==> config.mk <==
export PLATFORM = sky130hd
export DESIGN_NAME = uart_cmd_parser_flat
export DESIGN_NICKNAME = d
export VERILOG_FILES = /design/src/rtl/uart_cmd_pkg.sv /design/src/rtl/uart_cmd_parser_if.sv /design/src/rtl/uart_cmd_timeout.sv /design/src/rtl/uart_cmd_parser.sv /design/src/flat_wrapper.sv
export SDC_FILE = /design/constraint.sdc
export NUM_CORES = 1
export LEC_CHECK = 0
export CORE_MARGIN = 5
export CORE_UTILIZATION = 50
export CTS_CLUSTER_SIZE = 40
export DETAILED_ROUTE_END_ITERATION = 16
export PLACE_DENSITY = 0.73
export SYNTH_ARGS = -nofsm -noshare
export SYNTH_HDL_FRONTEND = slang
export SYNTH_SLANG_ARGS = --single-unit
==> constraint.sdc <==
create_clock -name clk_16bd -period 3.86 [get_ports clk_16bd]
set_input_delay 0.579 -clock clk_16bd [delete_from_list [all_inputs] [get_ports clk_16bd]]
set_output_delay 0.579 -clock clk_16bd [all_outputs]
set_load 0.02 [all_outputs]
==> src/rtl/uart_cmd_pkg.sv <==
// uart_cmd_pkg: shared constants and state encoding for the UART command parser.
// Latency: n/a (declarations only).
// Backpressure: n/a.
package uart_cmd_pkg;

  localparam logic [7:0] SYNC_BYTE = 8'hA5;

  // Opcode bytes as they appear on the wire
  localparam logic [7:0] OP_PIXEL = 8'h01;
  localparam logic [7:0] OP_BG    = 8'h02;
  localparam logic [7:0] OP_CLEAR = 8'h03;

  // Encodings presented on cmd_op
  localparam logic [1:0] CMD_PIXEL = 2'd1;
  localparam logic [1:0] CMD_BG    = 2'd2;
  localparam logic [1:0] CMD_CLEAR = 2'd3;

  // Payload byte counts per opcode
  localparam logic [2:0] LEN_PIXEL = 3'd5;
  localparam logic [2:0] LEN_BG    = 3'd1;

  typedef enum logic [2:0] {
    IDLE,
    OPCODE,
    PAYLOAD,
    CHECK,
    OUT
  } state_t;

endpackage

==> src/rtl/uart_cmd_parser_if.sv <==
// uart_cmd_parser_if: received-frame input and drawing-command output bundle.
// Latency: none, wires only.
// Backpressure: cmd_valid/cmd_ready on the command side; the frame side cannot be stalled.
interface uart_cmd_parser_if;
  logic [8:0] frame;
  logic       frame_valid;
  logic       cmd_ready;
  logic       cmd_valid;
  logic [1:0] cmd_op;
  logic [9:0] cmd_x;
  logic [9:0] cmd_y;
  logic [7:0] cmd_color;
  logic       err;
  logic [7:0] err_count;
  logic       overrun;

  // Parser side: consumes frames, produces commands and status
  modport master (
    input  frame, frame_valid, cmd_ready,
    output cmd_valid, cmd_op, cmd_x, cmd_y, cmd_color, err, err_count, overrun
  );

  // Environment side: UART receiver plus VGA command consumer
  modport slave (
    output frame, frame_valid, cmd_ready,
    input  cmd_valid, cmd_op, cmd_x, cmd_y, cmd_color, err, err_count, overrun
  );
endinterface

==> src/rtl/uart_cmd_timeout.sv <==
// uart_cmd_timeout: inter-byte silence counter; expire flags the last allowed idle cycle.
// Latency: expire is combinational from the count; clear takes effect on the next edge.
// Backpressure: none; holds at the expiry value until cleared.
module uart_cmd_timeout #(
  parameter int unsigned TIMEOUT_TICKS = 4096
) (
  input  logic clk_16bd,
  input  logic rst,
  input  logic clr,
  input  logic en,
  output logic expire
);

  localparam int unsigned CW = (TIMEOUT_TICKS > 1) ? $clog2(TIMEOUT_TICKS) : 1;

  logic [CW-1:0] cnt_q;

  assign expire = en && (cnt_q == CW'(TIMEOUT_TICKS - 1));

  // Count idle cycles while enabled; clear wins over counting
  always_ff @(posedge clk_16bd or posedge rst) begin
    if (rst) begin
      cnt_q <= '0;
    end else if (clr) begin
      cnt_q <= '0;
    end else if (en && !expire) begin
      cnt_q <= cnt_q + 1'b1;
    end
  end

endmodule

==> src/rtl/uart_cmd_parser.sv <==
// uart_cmd_parser: assembles UART bytes into validated VGA drawing commands.
// Latency: cmd_valid rises the cycle after the final byte of an accepted packet.
// Backpressure: command held while cmd_ready is low; frames arriving then are dropped and set overrun.
// Build option: define UART_CMD_CHECKSUM_EN to require a trailing XOR checksum byte per packet.
module uart_cmd_parser
  import uart_cmd_pkg::*;
#(
  parameter int unsigned TIMEOUT_TICKS = 4096,
  parameter int unsigned H_MAX         = 640,
  parameter int unsigned V_MAX         = 480
) (
  input logic               clk_16bd,
  input logic               rst,
  uart_cmd_parser_if.master bus
);

  logic [7:0] rx_byte;
  logic       rx_err;

  assign rx_byte = bus.frame[7:0];
  assign rx_err  = bus.frame[8];

  state_t     state_q, state_d;

  // Shadow fields assembled from the payload; copied to the outputs only on acceptance
  logic [1:0] op_q, op_d;
  logic [9:0] x_q, x_d;
  logic [9:0] y_q, y_d;
  logic [7:0] color_q, color_d;
  logic [2:0] cnt_q, cnt_d;
`ifdef UART_CMD_CHECKSUM_EN
  logic [7:0] xsum_q, xsum_d;
`endif

  logic       abort;
  logic       done;
  logic       load_out;
  logic       drop;
  logic       tmo_en;
  logic       tmo_clr;
  logic       tmo_expire;

  logic [1:0] cmd_op_q;
  logic [9:0] cmd_x_q;
  logic [9:0] cmd_y_q;
  logic [7:0] cmd_color_q;
  logic       err_q;
  logic [7:0] err_count_q;
  logic       overrun_q;

  // Silence is only policed while a packet is partially received
  assign tmo_en  = (state_q == OPCODE) || (state_q == PAYLOAD) || (state_q == CHECK);
  assign tmo_clr = bus.frame_valid || (state_d != state_q) || !tmo_en;

  uart_cmd_timeout #(
    .TIMEOUT_TICKS(TIMEOUT_TICKS)
  ) u_timeout (
    .clk_16bd(clk_16bd),
    .rst     (rst),
    .clr     (tmo_clr),
    .en      (tmo_en),
    .expire  (tmo_expire)
  );

  // State register
  always_ff @(posedge clk_16bd or posedge rst) begin
    if (rst) begin
      state_q <= IDLE;
    end else begin
      state_q <= state_d;
    end
  end

  // Next-state, field assembly and abort decision
  always_comb begin
    state_d  = state_q;
    op_d     = op_q;
    x_d      = x_q;
    y_d      = y_q;
    color_d  = color_q;
    cnt_d    = cnt_q;
`ifdef UART_CMD_CHECKSUM_EN
    xsum_d   = xsum_q;
`endif
    abort    = 1'b0;
    done     = 1'b0;
    load_out = 1'b0;
    drop     = 1'b0;

    case (state_q)
      IDLE: begin
        // Errored or non-sync bytes are line noise between packets, not errors
        if (bus.frame_valid && !rx_err && (rx_byte == SYNC_BYTE)) begin
          state_d = OPCODE;
        end
      end

      OPCODE: begin
        if (bus.frame_valid) begin
          if (rx_err) begin
            abort = 1'b1;
          end else begin
`ifdef UART_CMD_CHECKSUM_EN
            xsum_d = rx_byte;
`endif
            case (rx_byte)
              OP_PIXEL: begin
                op_d    = CMD_PIXEL;
                cnt_d   = LEN_PIXEL;
                state_d = PAYLOAD;
              end
              OP_BG: begin
                op_d    = CMD_BG;
                cnt_d   = LEN_BG;
                state_d = PAYLOAD;
              end
              OP_CLEAR: begin
                op_d = CMD_CLEAR;
`ifdef UART_CMD_CHECKSUM_EN
                state_d = CHECK;
`else
                done = 1'b1;
`endif
              end
              default: abort = 1'b1;
            endcase
          end
        end else if (tmo_expire) begin
          abort = 1'b1;
        end
      end

      PAYLOAD: begin
        if (bus.frame_valid) begin
          if (rx_err) begin
            abort = 1'b1;
          end else begin
            // The remaining count identifies the field; the last byte is always colour
            case (cnt_q)
              3'd5:    x_d[9:8] = rx_byte[1:0];
              3'd4:    x_d[7:0] = rx_byte;
              3'd3:    y_d[9:8] = rx_byte[1:0];
              3'd2:    y_d[7:0] = rx_byte;
              default: color_d  = rx_byte;
            endcase
            cnt_d = cnt_q - 3'd1;
`ifdef UART_CMD_CHECKSUM_EN
            xsum_d = xsum_q ^ rx_byte;
`endif
            if (cnt_q == 3'd1) begin
`ifdef UART_CMD_CHECKSUM_EN
              state_d = CHECK;
`else
              done = 1'b1;
`endif
            end
          end
        end else if (tmo_expire) begin
          abort = 1'b1;
        end
      end

`ifdef UART_CMD_CHECKSUM_EN
      CHECK: begin
        if (bus.frame_valid) begin
          if (rx_err || (rx_byte != xsum_q)) begin
            abort = 1'b1;
          end else begin
            done = 1'b1;
          end
        end else if (tmo_expire) begin
          abort = 1'b1;
        end
      end
`endif

      OUT: begin
        // No buffering behind the held command: anything arriving now is lost
        if (bus.frame_valid) begin
          drop = 1'b1;
        end
        if (bus.cmd_ready) begin
          state_d = IDLE;
        end
      end

      default: state_d = IDLE;
    endcase

    // Coordinates are only range-checked once the whole pixel packet is in
    if (done) begin
      if ((op_d == CMD_PIXEL) &&
          (({22'd0, x_d} >= H_MAX) || ({22'd0, y_d} >= V_MAX))) begin
        abort = 1'b1;
      end else begin
        state_d  = OUT;
        load_out = 1'b1;
      end
    end

    if (abort) begin
      state_d = IDLE;
    end
  end

  // Packet assembly registers
  always_ff @(posedge clk_16bd or posedge rst) begin
    if (rst) begin
      op_q    <= 2'd0;
      x_q     <= 10'd0;
      y_q     <= 10'd0;
      color_q <= 8'd0;
      cnt_q   <= 3'd0;
`ifdef UART_CMD_CHECKSUM_EN
      xsum_q  <= 8'd0;
`endif
    end else begin
      op_q    <= op_d;
      x_q     <= x_d;
      y_q     <= y_d;
      color_q <= color_d;
      cnt_q   <= cnt_d;
`ifdef UART_CMD_CHECKSUM_EN
      xsum_q  <= xsum_d;
`endif
    end
  end

  // Command outputs and status; fields an opcode does not carry keep their old value
  always_ff @(posedge clk_16bd or posedge rst) begin
    if (rst) begin
      cmd_op_q    <= 2'd0;
      cmd_x_q     <= 10'd0;
      cmd_y_q     <= 10'd0;
      cmd_color_q <= 8'd0;
      err_q       <= 1'b0;
      err_count_q <= 8'd0;
      overrun_q   <= 1'b0;
    end else begin
      err_q <= abort;
      if (abort && (err_count_q != 8'hFF)) begin
        err_count_q <= err_count_q + 8'd1;
      end
      if (drop) begin
        overrun_q <= 1'b1;
      end
      if (load_out) begin
        cmd_op_q <= op_d;
        if (op_d == CMD_PIXEL) begin
          cmd_x_q <= x_d;
          cmd_y_q <= y_d;
        end
        if (op_d != CMD_CLEAR) begin
          cmd_color_q <= color_d;
        end
      end
    end
  end

  assign bus.cmd_valid = (state_q == OUT);
  assign bus.cmd_op    = cmd_op_q;
  assign bus.cmd_x     = cmd_x_q;
  assign bus.cmd_y     = cmd_y_q;
  assign bus.cmd_color = cmd_color_q;
  assign bus.err       = err_q;
  assign bus.err_count = err_count_q;
  assign bus.overrun   = overrun_q;

endmodule

==> src/flat_wrapper.sv <==
// flat-port wrapper written by rule: the top's interface ports become plain ports
module uart_cmd_parser_flat import uart_cmd_pkg::*;
#(
  parameter int unsigned TIMEOUT_TICKS = 4096,
  parameter int unsigned H_MAX         = 640,
  parameter int unsigned V_MAX         = 480
)
  (clk_16bd, rst, bus_frame, bus_frame_valid, bus_cmd_ready, bus_cmd_valid, bus_cmd_op, bus_cmd_x, bus_cmd_y, bus_cmd_color, bus_err, bus_err_count, bus_overrun);
  uart_cmd_parser_if bus_i ();
  input logic clk_16bd;
  input logic rst;
  input wire logic [$bits(bus_i.frame)-1:0] bus_frame;
  input wire logic [$bits(bus_i.frame_valid)-1:0] bus_frame_valid;
  input wire logic [$bits(bus_i.cmd_ready)-1:0] bus_cmd_ready;
  output wire logic [$bits(bus_i.cmd_valid)-1:0] bus_cmd_valid;
  output wire logic [$bits(bus_i.cmd_op)-1:0] bus_cmd_op;
  output wire logic [$bits(bus_i.cmd_x)-1:0] bus_cmd_x;
  output wire logic [$bits(bus_i.cmd_y)-1:0] bus_cmd_y;
  output wire logic [$bits(bus_i.cmd_color)-1:0] bus_cmd_color;
  output wire logic [$bits(bus_i.err)-1:0] bus_err;
  output wire logic [$bits(bus_i.err_count)-1:0] bus_err_count;
  output wire logic [$bits(bus_i.overrun)-1:0] bus_overrun;
  assign bus_i.frame = bus_frame;
  assign bus_i.frame_valid = bus_frame_valid;
  assign bus_i.cmd_ready = bus_cmd_ready;
  assign bus_cmd_valid = bus_i.cmd_valid;
  assign bus_cmd_op = bus_i.cmd_op;
  assign bus_cmd_x = bus_i.cmd_x;
  assign bus_cmd_y = bus_i.cmd_y;
  assign bus_cmd_color = bus_i.cmd_color;
  assign bus_err = bus_i.err;
  assign bus_err_count = bus_i.err_count;
  assign bus_overrun = bus_i.overrun;
  uart_cmd_parser #(.TIMEOUT_TICKS(TIMEOUT_TICKS), .H_MAX(H_MAX), .V_MAX(V_MAX)) u_core (.clk_16bd(clk_16bd), .rst(rst), .bus(bus_i));
endmodule
==> results of run 1 <==
-- worst max-delay path: cells and delay by family --
kind / cells / cell delay (ns)
AOI/OAI and AO/OA: 2 / 0.71
buffers and inverters: 1 / 0.49
and+or+nand+nor: 3 / 1.11
muxes: 1 / 0.38
-- power by group through the flow --
stage          clock network (W)  registers (W)  logic (W)
5_1_grt                 0.000719       0.000947   0.000115
3_5_place_dp                   0       0.000963   0.000106
3_3_place_gp                   0       0.000963   0.000104
2_1_floorplan                  0       0.000971  0.0000455
6_report                0.000658       0.000945   0.000104
4_1_cts                 0.000670       0.000945   0.000106
-- how the worst min path moves through the flow --
| stage | start | slack [ns] | endpoint |
|---|---|---|---|
| 3_5_place_dp | u_core.u_timeout.cnt_q[0] | 0.47 | u_core.u_timeout.cnt_q[0] |
| 6_report | u_core.u_timeout.cnt_q[0] | 0.49 | u_core.u_timeout.cnt_q[0] |
| 2_1_floorplan | u_core.u_timeout.cnt_q[0] | 0.45 | u_core.u_timeout.cnt_q[0] |
| 3_3_place_gp | u_core.bus.overrun | 0.44 | u_core.bus.overrun |
| 4_1_cts | u_core.u_timeout.cnt_q[0] | 0.48 | u_core.u_timeout.cnt_q[0] |
| 5_1_grt | u_core.u_timeout.cnt_q[0] | 0.51 | u_core.u_timeout.cnt_q[0] |
-- registers in the layout, indices dropped and copies added (netlist names) --
name                    count
u_core.op_q                 2
u_core.bus.cmd_x           10
u_core.bus.err              1
u_core.color_q              8
u_core.state_q              3
u_core.bus.cmd_y           10
u_core.bus.cmd_color        8
u_core.bus.err_count        8
u_core.cnt_q                3
u_core.u_timeout.cnt_q     12
u_core.bus.cmd_op           2
u_core.bus.overrun          1
u_core.y_q                 10
u_core.x_q                 10
-- stage by stage --
| stage | setup WS (ns) | hold WS (ns) |
|---|---|---|
| floorplan | 1.00 | 0.446 |
| global placement | 0.475 | 0.439 |
| detailed placement | 0.446 | 0.471 |
| CTS | 0.829 | 0.483 |
| global route | 0.731 | 0.506 |
| finish | 0.825 | 0.487 |
-- synthesized netlist by cell type, types with 3 or more instances --
cell type and instances:
ha_1 7, or3_1 4, nor2_1 27, nand2_1 23, mux2_2 32, nor2b_1 4, mux2_4 19, nand3_1 10
a21oi_1 10, xnor2_1 8, nand2b_1 5, buf_6 4, o21ai_0 4, xor2_1 8, clkbuf_1 3, and3_1 3
nand4b_1 5, inv_1 10, nand4_1 6, dfrtp_1 88, nor3_1 4, o21ai_2 3
-- area by class of cell --
type | count | area [um2]
Clock buffer | 10 | 128
Clock inverter | 6 | 72.6
Fill cell | 660 | 2920
Inverter | 10 | 38.8
Multi-Input combinational cell | 217 | 1750
Sequential cell | 88 | 2200
Tap cell | 102 | 128
Timing Repair Buffer | 57 | 573
-- cells by family after synthesis --
kind of cell             synth area share, %
AND/OR/NAND/NOR                         14.8
flip-flops                              54.3
multiplexers                            16.2
AO/OA/AOI/OAI                           6.51
buffers and inverters                   2.65
XOR/XNOR                                3.45
adder cells (fa/ha/maj)                 2.16
-- per-layer routing --
layer,up-vias,wire [um]
li1,1256,-
met1,1330,3800
met3,12,508
met2,74,3950
met4,0,128
met5,-,0
==> reports/summary.txt, run 1 <==
status - finished clean
Tot Pwr - 0.00171 W
r2r setup slk - 0.87 ns
clk_lat worst skew - 0.37 ns
Tot GR Track Use - 17.9%
Cell Area, Placed - 0.00469 mm2
top cells by area, synth - dfrtp_1 (54%), mux2_2 (8.9%), mux2_4 (7.0%)
Remaining DRCs - 0
Max-Cap Viols - 0
vias in the first global route - 2833
crit-path cells - clkdlybuf4s50_1, or3_1, nor4_1, o221a_2, nand3_1, o21ai_1, mux2_2
period utilization - 78.6%
Max stage delay cell, worst path - or3_1
vias post-DR - 2672
Area growth syn-to-layout - 20.5%
core area - 0.00781 mm2
most frequent cells in the layout - dfrtp_1 (88), clkdlybuf4s50_1 (53), mux2_2 (32)
syn nets - 345
Main synth FF type - dfrtp_1
RSZ-0062 raised after global routing - false
routed len/inst - 17.1 um
final hold vios - 0
met3 usage - 5.49%
Placed Cells - 474
Clk pwr share - 38.5%
share of the synthesized area in the top cell type - 54.3%
site row count - 32
Non-Filler Instances - 490
TNS Setup - 0 ns
Max-Slew Margin vs Limit - 34.2%
clk slew on worst S/H paths - 0.08 ns
sequential element share of the synthesized area - 54.3%
total clock sinks - 88
worst-path fanout max - 6
Internal Power - 0.00128 W
largest net degree at the start of global routing - 57
antenna diode count - 0
I/O Buffers - 53
Hold/Removal Path Class - flop to flop
Bufs on Longest Clock Path - 2
Die Footprint - 0.0100 mm2
Post-synth ARST share - 100%
Critical Path Sink Type - flop
CTS Buf Count - 9
grt met1 use - 23.6%
critical path start-end classification - input pin to flop
commonest non-fill, non-tap cell in the layout - dfrtp_1
initial DRC count - 91
Comb pwr share - 6.1%
post-route core utilization - 62.6%
IO Count - 54
routed wire length - 8390 um
dpl hpwl - 5960 um
Synth cell types - 52
layout cells sized above 1 - 21.9%
area of the mapped netlist - 0.00406 mm2
Critical path origin - bus_frame[3]
gpl congestion - 0.847
GRT overflow - 0
Mapped Avg Cell Area - 12.5 um2
Post-CTS Hold Fix Bufs - 0
fin crit period - 3.03 ns
Max Fclk - 330 MHz
CP Launch Type - input pin
Die Wd - 100 um
Leak - 2.33 nW
Worst R2R Start - u_core.state_q[2]
Initial Utilization - 52.0%
Synth area leader - dfrtp_1
Post-Layout Inst Area - 0.00489 mm2
Net Sw Frac - 24.8%
worst slew pin tran - 0.980 ns
Post-CTS Setup Bufs - 0
worst r2r dst - u_core.bus.cmd_y[1]
height of the die - 100 um
worst endpoint data arrival time - 3.28 ns
drt pass-1 iters - 4
root buf cell - clkbuf_8
Power Density - 349 mW/mm2
first-pass GRT wire length - 14000 um
global-route met2 utilization - 28.5%
Cells after Synth - 325
final setup skew - 0.0171 ns
Layout Nets - 403
Setup crit end - u_core.bus.err_count[1]
worst hold stages - 1
Syn. warnings - 0
post-cts sizing count - 0
Post-DRT Antenna Nets - 0
Synth Register Bits - 88
Post-synth EDFFs - 0
WP data required - 4.11 ns
gr busiest metal - met2
sw power - 0.000424 W
peak supply drop - 0.000230 V
initial antenna violation count - 0
share of power burned in registers - 55.4%
Slew Limit Fails - 0
final setup vio count - 0
slowest stage delay, CP - 0.57 ns
htree depth - 3
Via density - 5.45
worst reg-to-reg path cell count - 7
CTS tree - done
(Power assumes the default switching activity.)
==> inputs of run 2 (changes only) <==
--- a/config.mk
+++ b/config.mk
@@ -6,10 +6,10 @@
 export NUM_CORES = 1
 export LEC_CHECK = 0
 export CORE_MARGIN = 5
-export CORE_UTILIZATION = 50
+export CORE_UTILIZATION = 49
 export CTS_CLUSTER_SIZE = 40
 export DETAILED_ROUTE_END_ITERATION = 16
-export PLACE_DENSITY = 0.73
+export PLACE_DENSITY = 0.74
 export SYNTH_ARGS = -nofsm -noshare
 export SYNTH_HDL_FRONTEND = slang
 export SYNTH_SLANG_ARGS = --single-unit
==> constraint.sdc (replaced) <==
create_clock -name clk_16bd -period 2.55 [get_ports clk_16bd]
set_input_delay 0.3825 -clock clk_16bd [delete_from_list [all_inputs] [get_ports clk_16bd]]
set_output_delay 0.3825 -clock clk_16bd [all_outputs]
set_load 0.02 [all_outputs]
==> reports/summary.txt, run 2 (synthesized netlist as in run 1, its figures left out) <==
Tot GR Track Use - 18.3% (+0.34 points)
worst reg-to-reg path cell count - 8 (+1)
Sequential cell area - 0.00220 mm2 (unchanged)
Worst path top cell family by delay - simple AND/OR/NAND/NOR gates
dpl hpwl - 6230 um (+4.5%)
Power Density - 479 mW/mm2 (+37%)
Area growth syn-to-layout - 38.8%
Via density - 5.34 (-2.0%)
Worst R2R Start - u_core.state_q[2]
period utilization - 103%
CP Launch Type - flop
final setup skew - 0.0119 ns (-0.00521 ns)
commonest non-fill, non-tap cell in the layout - dfrtp_1
Worst Path Buf+Inv - 1 (unchanged)
Critical path origin - u_core.state_q[2]
Post-CTS Hold Fix Bufs - 0 (unchanged)
Layout Nets - 462 (+15%)
critical path start-end classification - flop to flop
Non-Filler Instances - 551 (+12%)
drt pass-1 iters - 4 (unchanged)
largest net degree at the start of global routing - 36 (-37%)
routed wire length - 9210 um (+9.8%)
clk_lat worst skew - 0.35 ns (-0.02 ns)
final setup vio count - 10 (+10)
Slew Limit Fails - 0 (unchanged)
Max-Slew Margin vs Limit - 44.5% (+10 points)
first-pass GRT wire length - 14800 um (+5.5%)
site row count - 33 (+3.1%)
Initial Utilization - 49.9% (-2.1 points)
worst endpoint data arrival time - 2.85 ns (-0.43 ns)
clk slew on worst S/H paths - 0.09 ns (about the same)
most frequent cells in the layout - dfrtp_1 (88), buf_4 (51), clkdlybuf4s50_1 (50)
Max-Cap Viols - 0 (unchanged)
vias post-DR - 2944 (+10%)
slowest stage delay, CP - 0.47 ns (-0.10 ns)
r2r setup slk - -0.07 ns (-0.94 ns)
Bufs on Longest Clock Path - 2 (unchanged)
status - finished with violations
layout cells sized above 1 - 37.0% (+15 points)
Max stage delay cell, worst path - or3b_4
final hold vios - 0 (unchanged)
Die Wd - 101 um (+0.91%)
height of the die - 101 um (+0.91%)
root buf cell - clkbuf_8
IO Count - 54 (unchanged)
initial DRC count - 174 (+91%)
worst slew pin tran - 0.826 ns (-0.154 ns)
I/O Buffers - 53 (unchanged)
Setup crit end - u_core.bus.cmd_color[2]
worst r2r dst - u_core.bus.cmd_color[2]
Crit. path cell count - 8 (+1)
gpl congestion - 0.851 (+0.51%)
post-route core utilization - 69.2% (+6.6 points)
core area - 0.00813 mm2 (+4.2%)
Remaining DRCs - 0 (unchanged)
CTS Buf Count - 9 (unchanged)
Place WS - -0.520 ns (-0.966 ns)
initial antenna violation count - 0 (unchanged)
htree depth - 3 (unchanged)
Placed Cells - 520 (+9.7%)
Top reg by flops - u_core.u_timeout.cnt_q
routed len/inst - 16.7 um (-2.4%)
PnR worst setup slack - -0.0716 ns (-0.897 ns)
antenna diode count - 0 (unchanged)
WP data required - 2.78 ns (-1.33 ns)
failing checks - setup timing
# fillers - 546 (-17%)
Die Footprint - 0.0102 mm2 (+1.8%)
Multi-input gate area - 0.00199 mm2 (+14%)
Leak - 2.71 nW (+16%)
worst-path fanout max - 8 (+2)
Critical Path Sink Type - flop
Max Fclk - 381 MHz
crit-path cells - or3b_4, or3_1, nand4b_1, a221oi_4, o31a_4, buf_6, o21ai_4, mux2_4
fin crit period - 2.62 ns
GRT overflow - 0 (unchanged)
peak supply drop - 0.000380 V (+65%)
total clock sinks - 88 (unchanged)
flip-flop count of the largest register after layout - 12 (unchanged)
CTS tree - done
Post-DRT Antenna Nets - 0 (unchanged)
vias in the first global route - 3073 (+8.5%)
RSZ-0062 raised after global routing - true
Hold/Removal Path Class - input pin to async pin
## run 2: cell types whose count changed in the layout (fill, tap and decap cells not counted), sizes merged, moves of 2 or more
cell / delta
dlymetal6s2s: +2
buf: +58
clkdlybuf4s50: -3
inv: -3
## run 2: report_power, final
part           leakage [nW]  switching [W]  internal (W)  total (W)
clock                 0.110       0.000480      0.000579    0.00106
sequential             1.22      0.0000199       0.00141    0.00143
combinational          1.38       0.000111     0.0000942   0.000206
## run 2: worst min path at each step
stage / end / slack (ns) / cells after the start
2_1_floorplan: u_core.u_timeout.cnt_q[0] / 0.45 / 1
3_3_place_gp: u_core.bus.overrun / 0.44 / 1
3_5_place_dp: u_core.bus.overrun / 0.45 / 1
4_1_cts: u_core.bus.cmd_color[3] / 0.40 / 2
5_1_grt: u_core.bus.cmd_color[6] / 0.42 / 2
6_report: u_core.bus.cmd_color[3] / 0.40 / 2
## run 2: area by class of cell
class	count	area share, %
sequential	88	39.1
multi-input combinational	218	35.3
timing repair buffer	115	18.6
clock buffer	11	2.51
tap	105	2.33
clock inverter	4	1.38
inverter	10	0.733
## run 2: metrics by stage
stage	instance area [um2]	power, W	hold slack (ns)	TNS (ns)
finish	5630	0.00270	0.399	-0.492
global route	5630	0.00280	0.417	-3.25
CTS	5380	0.00271	0.402	-1.04
detailed placement	5040	0.00165	0.447	-21.75
global placement	5040	0.00164	0.445	-21.09
floorplan	4080	0.00154	0.446	-0.193
## run 2: metal layers
metal	wire, um	up-vias	GRT usage [%]
met3	271	12	4.29
met2	4730	55	30.5
met4	99	0	5.21
li1	-	1373	-
met1	4120	1504	23.8
met5	0	-	0
## run 2: worst register-to-register path: cells and delay by family, from the launching register on
kind	cells	cell delay [ns]
and+or+nand+nor	3	1.01
AOI/OAI and AO/OA	3	0.58
DFF	1	0.42
muxes	1	0.34
buffers and inverters	1	0.13
## run 2: timing repair
action	CTS	global route
buffers inserted	6	10
setup endpoints to repair	43	46
pin swaps	6	22
gates cloned	0	1
gates resized for setup	19	38
==> inputs of run 3 (changes only) <==
--- a/config.mk
+++ b/config.mk
@@ -6,10 +6,10 @@
 export NUM_CORES = 1
 export LEC_CHECK = 0
 export CORE_MARGIN = 5
-export CORE_UTILIZATION = 49
+export CORE_UTILIZATION = 50
 export CTS_CLUSTER_SIZE = 40
 export DETAILED_ROUTE_END_ITERATION = 16
-export PLACE_DENSITY = 0.74
+export PLACE_DENSITY = 0.73
 export SYNTH_ARGS = -nofsm -noshare
 export SYNTH_HDL_FRONTEND = slang
 export SYNTH_SLANG_ARGS = --single-unit
==> constraint.sdc (replaced) <==
create_clock -name clk_16bd -period 3.2 [get_ports clk_16bd]
set_input_delay 0.48 -clock clk_16bd [delete_from_list [all_inputs] [get_ports clk_16bd]]
set_output_delay 0.48 -clock clk_16bd [all_outputs]
set_load 0.02 [all_outputs]
==> reports/summary.txt, run 3 (synthesized netlist as in run 1, its figures left out) <==
total clock sinks - 88 (unchanged)
# fillers - 612 (+12%)
Remaining DRCs - 0 (unchanged)
core area - 0.00781 mm2 (-4.0%)
vias post-DR - 2711 (-7.9%)
Max Fclk - 350 MHz (-8.2%)
initial DRC count - 92 (-47%)
r2r setup slk - 0.34 ns (+0.41 ns)
WHS Endpoint - u_core.bus.overrun
IO Count - 54 (unchanged)
Hold/Removal Path Class - flop to flop
routed len/inst - 15.9 um (-5.2%)
Critical Path Sink Type - flop
dpl hpwl - 5830 um (-6.3%)
Multi-input gate area - 0.00175 mm2 (-12%)
worst slew pin tran - 0.934 ns (+0.107 ns)
htree depth - 3 (unchanged)
CTS tree - done
post-route core utilization - 64.5% (-4.7 points)
worst r2r dst - u_core.bus.cmd_y[5]
CP Launch Type - flop
worst reg-to-reg path cell count - 7 (-1)
final hold vios - 0 (unchanged)
TNS Setup - 0 ns (+0.492 ns)
period utilization - 89.3% (-14 points)
routed wire length - 8020 um (-13%)
peak supply drop - 0.000291 V (-23%)
height of the die - 100 um (-0.91%)
drt pass-1 iters - 4 (unchanged)
status - finished clean
Tot Pwr - 0.00213 W (-21%)
Max-Cap Viols - 0 (unchanged)
first-pass GRT wire length - 13800 um (-6.8%)
largest net degree at the start of global routing - 48 (+33%)
I/O Buffers - 53 (unchanged)
Leak - 2.43 nW (-11%)
Post-DRT Antenna Nets - 0 (unchanged)
RSZ-0062 raised after global routing - false
Area growth syn-to-layout - 24.1%
root buf cell - clkbuf_8
Post-CTS Hold Fix Bufs - 0 (unchanged)
WP data required - 3.44 ns (+0.66 ns)
commonest non-fill, non-tap cell in the layout - dfrtp_1
Layout Nets - 419 (-9.3%)
CTS Buf Count - 9 (unchanged)
Placed Cells - 490 (-5.8%)
post-cts sizing count - 0 (-19)
Tot GR Track Use - 17.3% (-1.0 points)
Top reg by flops - u_core.u_timeout.cnt_q
antenna diode count - 0 (unchanged)
critical path start-end classification - flop to flop
worst-path fanout max - 20 (+12)
clk slew on worst S/H paths - 0.09 ns (about the same)
final setup skew - 0.0125 ns (+0.000616 ns)
Hold Worst Slack - 0.467 ns (+0.0681 ns)
clk_lat worst skew - 0.36 ns (about the same)
Bufs on Longest Clock Path - 2 (unchanged)
most frequent cells in the layout - dfrtp_1 (88), clkdlybuf4s50_1 (53), mux2_2 (32)
Slew Limit Fails - 0 (unchanged)
fin crit period - 2.86 ns (+0.235 ns)
initial antenna violation count - 0 (unchanged)
Post-CTS Setup Bufs - 0 (-6)
flip-flop count of the largest register after layout - 12 (unchanged)
layout cells sized above 1 - 25.2% (-12 points)
Initial Utilization - 52.0% (+2.1 points)
vias in the first global route - 2813 (-8.5%)
worst endpoint data arrival time - 3.10 ns (+0.25 ns)
site row count - 32 (-3.0%)
Via density - 5.36 (+0.28%)
gpl congestion - 0.828 (-2.8%)
Worst R2R Start - u_core.state_q[0]
GRT overflow - 0 (unchanged)
final setup vio count - 0 (-10)
Die Wd - 100 um (-0.91%)
hold_sp - u_core.bus.overrun
Die Footprint - 0.0100 mm2 (-1.8%)
Max-Slew Margin vs Limit - 37.3% (-7.2 points)
Non-Filler Instances - 506 (-8.2%)
worst hold stages - 1
Power Density - 422 mW/mm2 (-12%)
Sequential cell area - 0.00220 mm2 (unchanged)
==> run 3: routing by layer <==
metal	routed length (um)	global-route usage [%]	part of all wire, %	vias up
met5	0	0	0	-
met4	155	5.80	1.9	0
met3	433	5.14	5.4	16
met2	3730	26.6	46	73
met1	3710	23.4	46	1334
li1	-	-	-	1288
==> run 3: power by group <==
group,internal (W),switching (W)
clock network,0.000464,0.000390
registers,0.00112,0.0000160
logic,0.0000578,0.0000752
total,0.00165,0.000481
==> run 3: per-stage QoR <==
stage,setup slack (ns),cell area (um2)
2_1_floorplan,0.441,4060
3_3_place_gp,0.115,4810
3_5_place_dp,0.0575,4810
4_1_cts,0.325,5040
5_1_grt,0.227,5040
6_report,0.343,5040
==> run 3: layout make-up <==
class / instances / area share [%]
Multi-Input combinational cell: 217 / 34.7
Clock buffer: 10 / 2.73
Clock inverter: 6 / 1.79
Sequential cell: 88 / 43.7
Timing Repair Buffer: 73 / 13.8
Inverter: 10 / 0.770
Tap cell: 102 / 2.53
==> run 3: worst max path at each step <==
stage / cells after the start / endpoint / slack (ns) / startpoint
after floorplan: 1 / u_core.bus.cmd_color[0] / 0.44 / rst
after global placement: 8 / u_core.bus.cmd_color[2] / 0.11 / bus_frame_valid
after detailed placement: 7 / u_core.bus.cmd_y[6] / 0.06 / bus_frame_valid
after CTS: 7 / u_core.bus.cmd_y[5] / 0.33 / u_core.state_q[0]
after global routing: 7 / u_core.bus.cmd_x[0] / 0.23 / u_core.state_q[0]
final: 7 / u_core.bus.cmd_y[5] / 0.34 / u_core.state_q[0]
==> run 3: critical path, stage by stage (launching register included) <==
cell and delay [ns]:
dfrtp_1 0.47, or3b_1 0.58, nor2_1 0.17, mux2_2 0.37, a221oi_2 0.35, o31a_4 0.19
nand2_4 0.23, mux2_4 0.38
